$ cat src/rtl/mem_bus_pkg.sv
// Shared types and helpers for the memory bus arbiter.
package mem_bus_pkg;

  // Transaction FSM: arbitrate in IDLE, drive the RAM in ACCESS, ack in RESP.
  typedef enum logic [1:0] {
    IDLE   = 2'd0,
    ACCESS = 2'd1,
    RESP   = 2'd2
  } state_t;

  // Read-latency counter width; RD_LAT is 1..4, so the counter spans 0..3.
  localparam int LAT_W = 2;

  // Width of an index into n items, never less than one bit.
  function automatic int idx_w(input int n);
    if (n <= 2) return 1;
    return $clog2(n);
  endfunction

endpackage

$ cat src/rtl/rr_arbiter.sv
// Combinational grant selection: fixed priority, then lock override,
// then round-robin starting just above the last granted index.
module rr_arbiter
  import mem_bus_pkg::*;
#(
  parameter int N_MASTERS = 2,
  parameter int IW        = idx_w(N_MASTERS)
) (
  input  logic [N_MASTERS-1:0] req,
  input  logic [IW-1:0]        rr_ptr,
  input  logic                 prio_en,
  input  logic [IW-1:0]        prio_idx,
  input  logic                 lock_en,
  input  logic [IW-1:0]        lock_idx,
  output logic [N_MASTERS-1:0] gnt,
  output logic [IW-1:0]        gnt_idx,
  output logic                 gnt_valid,
  output logic                 lock_hit
);

  int            cand;
  logic [IW-1:0] cand_idx;

  // Pick one requester in priority order and expand it to one-hot.
  always_comb begin
    gnt       = '0;
    gnt_idx   = '0;
    gnt_valid = 1'b0;
    lock_hit  = 1'b0;
    cand      = 0;
    cand_idx  = '0;
    if (prio_en && req[prio_idx]) begin
      gnt_idx   = prio_idx;
      gnt_valid = 1'b1;
    end else if (lock_en && req[lock_idx]) begin
      gnt_idx   = lock_idx;
      gnt_valid = 1'b1;
      lock_hit  = 1'b1;
    end else begin
      for (int k = 1; k <= N_MASTERS; k++) begin
        cand     = (int'(rr_ptr) + k) % N_MASTERS;
        cand_idx = IW'(cand);
        if (!gnt_valid && req[cand_idx]) begin
          gnt_idx   = cand_idx;
          gnt_valid = 1'b1;
        end
      end
    end
    if (gnt_valid) gnt[gnt_idx] = 1'b1;
  end

endmodule

$ cat src/rtl/mem_bus_arbiter.sv
// N-master arbiter onto one RAM port with registered, fully handshaken
// transactions, round-robin fairness, one optional priority master and
// bounded locked bursts.
//
// Handshake: a master raises m_req with m_we/m_addr/m_wdata stable and holds
// it until its one-cycle m_ack pulse. The request fields are captured only on
// the edge that leaves IDLE; after that the transaction completes and acks
// regardless of what the master does. A request still high during the ack
// cycle is treated as a fresh request in the following IDLE cycle.
module mem_bus_arbiter
  import mem_bus_pkg::*;
#(
  parameter int N_MASTERS   = 2,
  parameter int ADDR_W      = 64,
  parameter int DATA_W      = 64,
  parameter int RD_LAT      = 1,
  parameter int PRIO_MASTER = 1,
  parameter int MAX_BURST   = 8
) (
  input  logic                          clk,
  input  logic                          reset,
  input  logic [N_MASTERS-1:0]          m_req,
  input  logic [N_MASTERS-1:0]          m_we,
  input  logic [N_MASTERS-1:0]          m_lock,
  input  logic [N_MASTERS*ADDR_W-1:0]   m_addr,
  input  logic [N_MASTERS*DATA_W-1:0]   m_wdata,
  output logic [N_MASTERS-1:0]          m_ack,
  output logic [DATA_W-1:0]             m_rdata,
  output logic                          ram_cs,
  output logic                          ram_we,
  output logic                          ram_oe,
  output logic [ADDR_W-1:0]             ram_addr,
  output logic [DATA_W-1:0]             ram_wdata,
  input  logic [DATA_W-1:0]             ram_rdata
);

  localparam int            IW       = idx_w(N_MASTERS);
  localparam int            BW       = idx_w(MAX_BURST + 1);
  localparam bit            PRIO_EN  = (PRIO_MASTER < N_MASTERS);
  localparam logic [IW-1:0] PRIO_IDX = PRIO_EN ? IW'(PRIO_MASTER) : '0;

  state_t                state;
  logic [IW-1:0]         grant_idx;
  logic [N_MASTERS-1:0]  grant_oh;
  logic [IW-1:0]         rr_ptr;
  logic                  lock_valid;
  logic [BW-1:0]         burst_cnt;
  logic [LAT_W-1:0]      lat_cnt;

  logic [N_MASTERS-1:0]  arb_gnt;
  logic [IW-1:0]         arb_idx;
  logic                  arb_valid;
  logic                  arb_lock_hit;
  logic                  lock_en;

  logic [ADDR_W-1:0]     addr_arr  [N_MASTERS];
  logic [DATA_W-1:0]     wdata_arr [N_MASTERS];

  for (genvar i = 0; i < N_MASTERS; i++) begin : g_unpack
    assign addr_arr[i]  = m_addr[i*ADDR_W +: ADDR_W];
    assign wdata_arr[i] = m_wdata[i*DATA_W +: DATA_W];
  end

  // The lock is honoured only while the burst budget is not exhausted; the
  // locked master is always the one granted last.
  assign lock_en = lock_valid && (burst_cnt < BW'(MAX_BURST));

  rr_arbiter #(
    .N_MASTERS (N_MASTERS),
    .IW        (IW)
  ) u_rr_arbiter (
    .req       (m_req),
    .rr_ptr    (rr_ptr),
    .prio_en   (PRIO_EN),
    .prio_idx  (PRIO_IDX),
    .lock_en   (lock_en),
    .lock_idx  (grant_idx),
    .gnt       (arb_gnt),
    .gnt_idx   (arb_idx),
    .gnt_valid (arb_valid),
    .lock_hit  (arb_lock_hit)
  );

  // Transaction FSM with registered RAM controls, ack, read data and
  // arbitration bookkeeping (pointer, lock, burst count).
  always_ff @(posedge clk) begin
    if (reset) begin
      state      <= IDLE;
      grant_idx  <= '0;
      grant_oh   <= '0;
      rr_ptr     <= IW'(N_MASTERS - 1);
      lock_valid <= 1'b0;
      burst_cnt  <= '0;
      lat_cnt    <= '0;
      m_ack      <= '0;
      m_rdata    <= '0;
      ram_cs     <= 1'b0;
      ram_we     <= 1'b0;
      ram_oe     <= 1'b0;
      ram_addr   <= '0;
      ram_wdata  <= '0;
    end else begin
      m_ack <= '0;
      case (state)
        IDLE: begin
          if (arb_valid) begin
            grant_idx <= arb_idx;
            grant_oh  <= arb_gnt;
            rr_ptr    <= arb_idx;
            ram_cs    <= 1'b1;
            ram_we    <= m_we[arb_idx];
            ram_oe    <= !m_we[arb_idx];
            ram_addr  <= addr_arr[arb_idx];
            ram_wdata <= wdata_arr[arb_idx];
            lat_cnt   <= '0;
            burst_cnt <= arb_lock_hit ? burst_cnt + BW'(1) : '0;
            if (arb_idx != grant_idx) lock_valid <= 1'b0;
            state     <= ACCESS;
          end
        end
        ACCESS: begin
          if (ram_we || (lat_cnt == LAT_W'(RD_LAT - 1))) begin
            if (!ram_we) m_rdata <= ram_rdata;
            ram_cs <= 1'b0;
            ram_we <= 1'b0;
            ram_oe <= 1'b0;
            m_ack  <= grant_oh;
            state  <= RESP;
          end else begin
            lat_cnt <= lat_cnt + LAT_W'(1);
          end
        end
        RESP: begin
          lock_valid <= m_lock[grant_idx];
          state      <= IDLE;
        end
        default: state <= IDLE;
      endcase
    end
  end

endmodule

$ cat config.mk
export PLATFORM = sky130hd
export DESIGN_NAME = mem_bus_arbiter
export DESIGN_NICKNAME = d
export VERILOG_FILES = /design/src/rtl/mem_bus_pkg.sv /design/src/rtl/rr_arbiter.sv /design/src/rtl/mem_bus_arbiter.sv
export SDC_FILE = /design/constraint.sdc
export NUM_CORES = 1
export LEC_CHECK = 0
export BUFFER_PORTS_ARGS = -buffer_cell sky130_fd_sc_hd__buf_2
export CORE_AREA = 2 2 206 208
export CTS_BUF_LIST = sky130_fd_sc_hd__clkbuf_8
export DETAILED_ROUTE_END_ITERATION = 12
export DIE_AREA = 0 0 208 210
export PLACE_DENSITY = 0.5
export SKIP_CTS_REPAIR_TIMING = 1
export SLEW_MARGIN = 20
export SYNTH_ARGS = -nofsm -noshare
export SYNTH_HDL_FRONTEND = slang
export SYNTH_HIERARCHICAL = 1
export SYNTH_SLANG_ARGS = --single-unit
$ cat constraint.sdc
create_clock -name clk -period 1.9 [get_ports clk]
set_input_delay 0.285 -clock clk [delete_from_list [all_inputs] [get_ports clk]]
set_output_delay 0.285 -clock clk [all_outputs]
set_load 0.03 [all_outputs]
==> results list <==
- Commonest non-fill, non-tap cell in the layout: sky130_fd_sc_hd__buf_2
- Fraction of the yosys area taken by sequential cells: 48.94%
* Worst path required time: 2.35 ns
- Counting I/O delays and the setup requirement, the final critical path takes between 1.5 and 2 ns.
- The clock drives 210 sinks.
* Initial Util: 20.71%
* Most frequent cells in the layout: sky130_fd_sc_hd__buf_2 (523), sky130_fd_sc_hd__dfxtp_1 (210), sky130_fd_sc_hd__nand2_1 (140)
- Quantity of I/O buffers inserted on ports: around 520
- The critical path in this run is classified as flop to flop.
- Across the VDD grid, the largest voltage drop is 0.0004031 V.
- Among cell families on the critical path, the largest total delay comes from buffers and inverters.
- Power spread over the standard cell area amounts to approximately 940 mW/mm².
* Count of endpoints failing setup in the final report: 0
- Count of flip-flops with a built-in enable after synthesis: 0
- DR DRC count: 0
- Antenna diode instance count: 0
- Largest net degree at the start of global routing: 57
- Total number of yosys warnings: 6
* Remaining global-route overflow: 0
* Initial antenna violation count: 1
* I/O Pins: 525
* Root Buffer: sky130_fd_sc_hd__clkbuf_8
* Number of buffers inserted during clock tree synthesis: 39
- After detailed routing, the average wire length per cell comes to 14.52 µm.
- After synthesis the cells add up to 0.008589 mm².
* Library cell with the largest summed area after synthesis: sky130_fd_sc_hd__dfxtp_1
* Biggest area contributors in the synthesized netlist: sky130_fd_sc_hd__dfxtp_1 (49%), sky130_fd_sc_hd__mux2i_1 (15%), sky130_fd_sc_hd__a211oi_1 (11%)
- Buf+Inv Stages, Crit Path: 2
- On the worst path, the slowest cell contributes a delay of 0.42 ns.
- Floorplan row count: 75
* Average size of a mapped cell: around 9 µm²
* Worst-Skew Late Latency: between 0.5 and 0.6 ns
- Die Area: 0.04368 mm²
* Area added between synthesis and finish: 57.48%
- In the synthesized netlist the dominant register cell turns out to be sky130_fd_sc_hd__dfxtp_1.
- Detailed-router iteration count before antenna repair: 4
* Final Skew: 0.03318 ns
- The tightest hold path in the finished design has a slack of 0.06518 ns.
* Antenna Violating Nets Remaining: 0
- Flip-flop and latch count after synthesis: 210
- Initial drt markers: 393
- TritonCTS built the clock tree.
- The flow ran to the end, and the final reports show no timing, DRC or antenna violations.
- In the final design database the tool counted 1,877 nets.
- Via-per-instance ratio: 4.229
- Setup repair after global routing missed its margin: no
- Layout filler cell count: 4,393
* Highest-delay cell along the critical path: sky130_fd_sc_hd__dfxtp_1
* Setup TNS: 0 ns
- Measured along the x axis, the die boundary spans 208 µm.
- Maximum achievable frequency: between 500 and 600 MHz
* Vertical die dimension: 210 µm
- Worst-path clk slew: 0.06 ns
- The routed design has 30.66 mm of wire.
- Data on the critical path arrives at its endpoint at 2.16 ns.
- In the finished design, the share of the clock period the worst path needs comes to 89.80%.
- The H-tree generated during clock tree synthesis spans 2 levels.
- Count of cell types in the netlist: 38
- Along the worst path, the maximum fanout reaches 35.
- Number of maximum-capacitance constraint violations: 0
- Total vias in the final route: between 8,000 and 9,000
* Leak Pwr: 6.415 nW
- The longest clock path from root to sink contains 3 buffers.
* Worst min-delay path category: primary input to flop
- Share of cells above drive strength 1: between 40% and 50%
- Cell-by-cell trace of the critical path: nor3b_2 -> buf_12 -> buf_4 -> nor2_1 -> a211oi_1
* Final Hold Viols: 0
* Half-perimeter wire length after detailed placement: 23.07 mm
* Post-synthesis async set-or-reset flop share: 0%
- Final Max Tran Viols: 0
- The via count of the first global-routing pass was 8,608.
- The cell count after synthesis came out at 952.
* Category of the worst setup path capture point: flop
- Gr usage total: 13.00%
* Post-layout total power: 0.01272 W
- The core region is 0.04148 mm².
* Nature of the critical path startpoint: flop
* Global-route wire length before repair: 45.48 mm
- RePlAce Congestion: 0.8268
- Share of Yosys cell area claimed by the top area cell type: 48.94%
[synth_stat cells, types with 4 or more instances]
library cell               instances
sky130_fd_sc_hd__buf_1            11
sky130_fd_sc_hd__nand2b_1          4
sky130_fd_sc_hd__dfxtp_1         210
sky130_fd_sc_hd__a21oi_1          76
sky130_fd_sc_hd__inv_1             5
sky130_fd_sc_hd__nor2_1          132
sky130_fd_sc_hd__mux2i_1         128
sky130_fd_sc_hd__a211oi_1        128
sky130_fd_sc_hd__buf_2            28
sky130_fd_sc_hd__clkbuf_1         44
sky130_fd_sc_hd__nand2_1         140
sky130_fd_sc_hd__nand3_1           6
[cells by family (layout without fill, tap and decap cells)]
kind of cell / count (synthesis) / in the layout / share of synthesized area [%]
mux: 131 / 131 / 15.31
buf+inv: 90 / 706 / 4.443
flops: 210 / 210 / 48.94
other cells: 1 / 6 / 0.04366
fa+ha+maj: 2 / 2 / 0.2913
xor+xnor: 1 / 1 / 0.1020
compound gates: 215 / 215 / 16.58
simple gates: 302 / 302 / 14.29
[final timing paths]
kind | end | start | cells after the start | slack [ns]
max | ram_addr[57] | state[0] | 5 | 0.19
min | ram_wdata[12] | m_wdata[12] | 3 | 0.07
max reg2reg | ram_addr[57] | state[0] | 5 | 0.19
min reg2reg | m_rdata[39] | m_rdata[39] | 2 | 0.45
[state kept, by name, summed over array words and instances, names as in the netlist]
signal / flops
lock_valid: 1
lat_cnt: 2
state: 2
rr_ptr: 1
grant_oh: 2
ram_wdata: 64
burst_cnt: 4
ram_oe: 1
ram_addr: 64
ram_cs: 1
ram_we: 1
m_ack: 2
grant_idx: 1
m_rdata: 64
[metal layers]
| metal | up-vias | part of all wire [%] | global-route usage, % |
|---|---|---|---|
| li1 | 4551 | - | - |
| met1 | 3983 | 42 | 15.12 |
| met4 | 2 | 2.3 | 4.060 |
| met2 | 344 | 48 | 22.49 |
| met3 | 52 | 6.9 | 4.455 |
| met5 | - | 0.023 | 0 |
[worst min-delay path: cells and delay by family]
kind / cells / cell delay, ns
buffers and inverters: 1 / 0.10
AO/OA/AOI/OAI: 1 / 0.08
multiplexers: 1 / 0.12
[stage by stage]
stage | utilization (%) | area, µm² | cells | worst slack (ns)
floorplan | - | 8608 | 957 | 0.3236
global placement | 29.22 | 12120 | 1981 | 0.1295
detailed placement | 29.22 | 12120 | 1981 | 0.07240
CTS | 31.07 | 12890 | 2048 | 0.1421
global route | 32.61 | 13530 | 2112 | 0.01515
finish | 32.61 | 13530 | 2112 | 0.1937
[report_power, final]
group	switching (W)	internal [W]	total (W)	leakage [nW]
logic	0.00208	0.00129	0.00336	4.25
clock network	0.00192	0.00236	0.00428	0.436
registers	0.000225	0.00485	0.00508	1.73
total	0.00423	0.00850	0.0127	6.41
[final cells by class]
type	instances	area, µm²	share of cell area (%)
tap	539	674.4	4.986
timing repair buffer	634	3802	28.11
clock buffer	50	688.2	5.087
clock inverter	17	80.08	0.5920
multi-input combinational	657	4059	30.01
sequential	210	4204	31.08
inverter	5	18.77	0.1387
(Power assumes the default switching activity.)
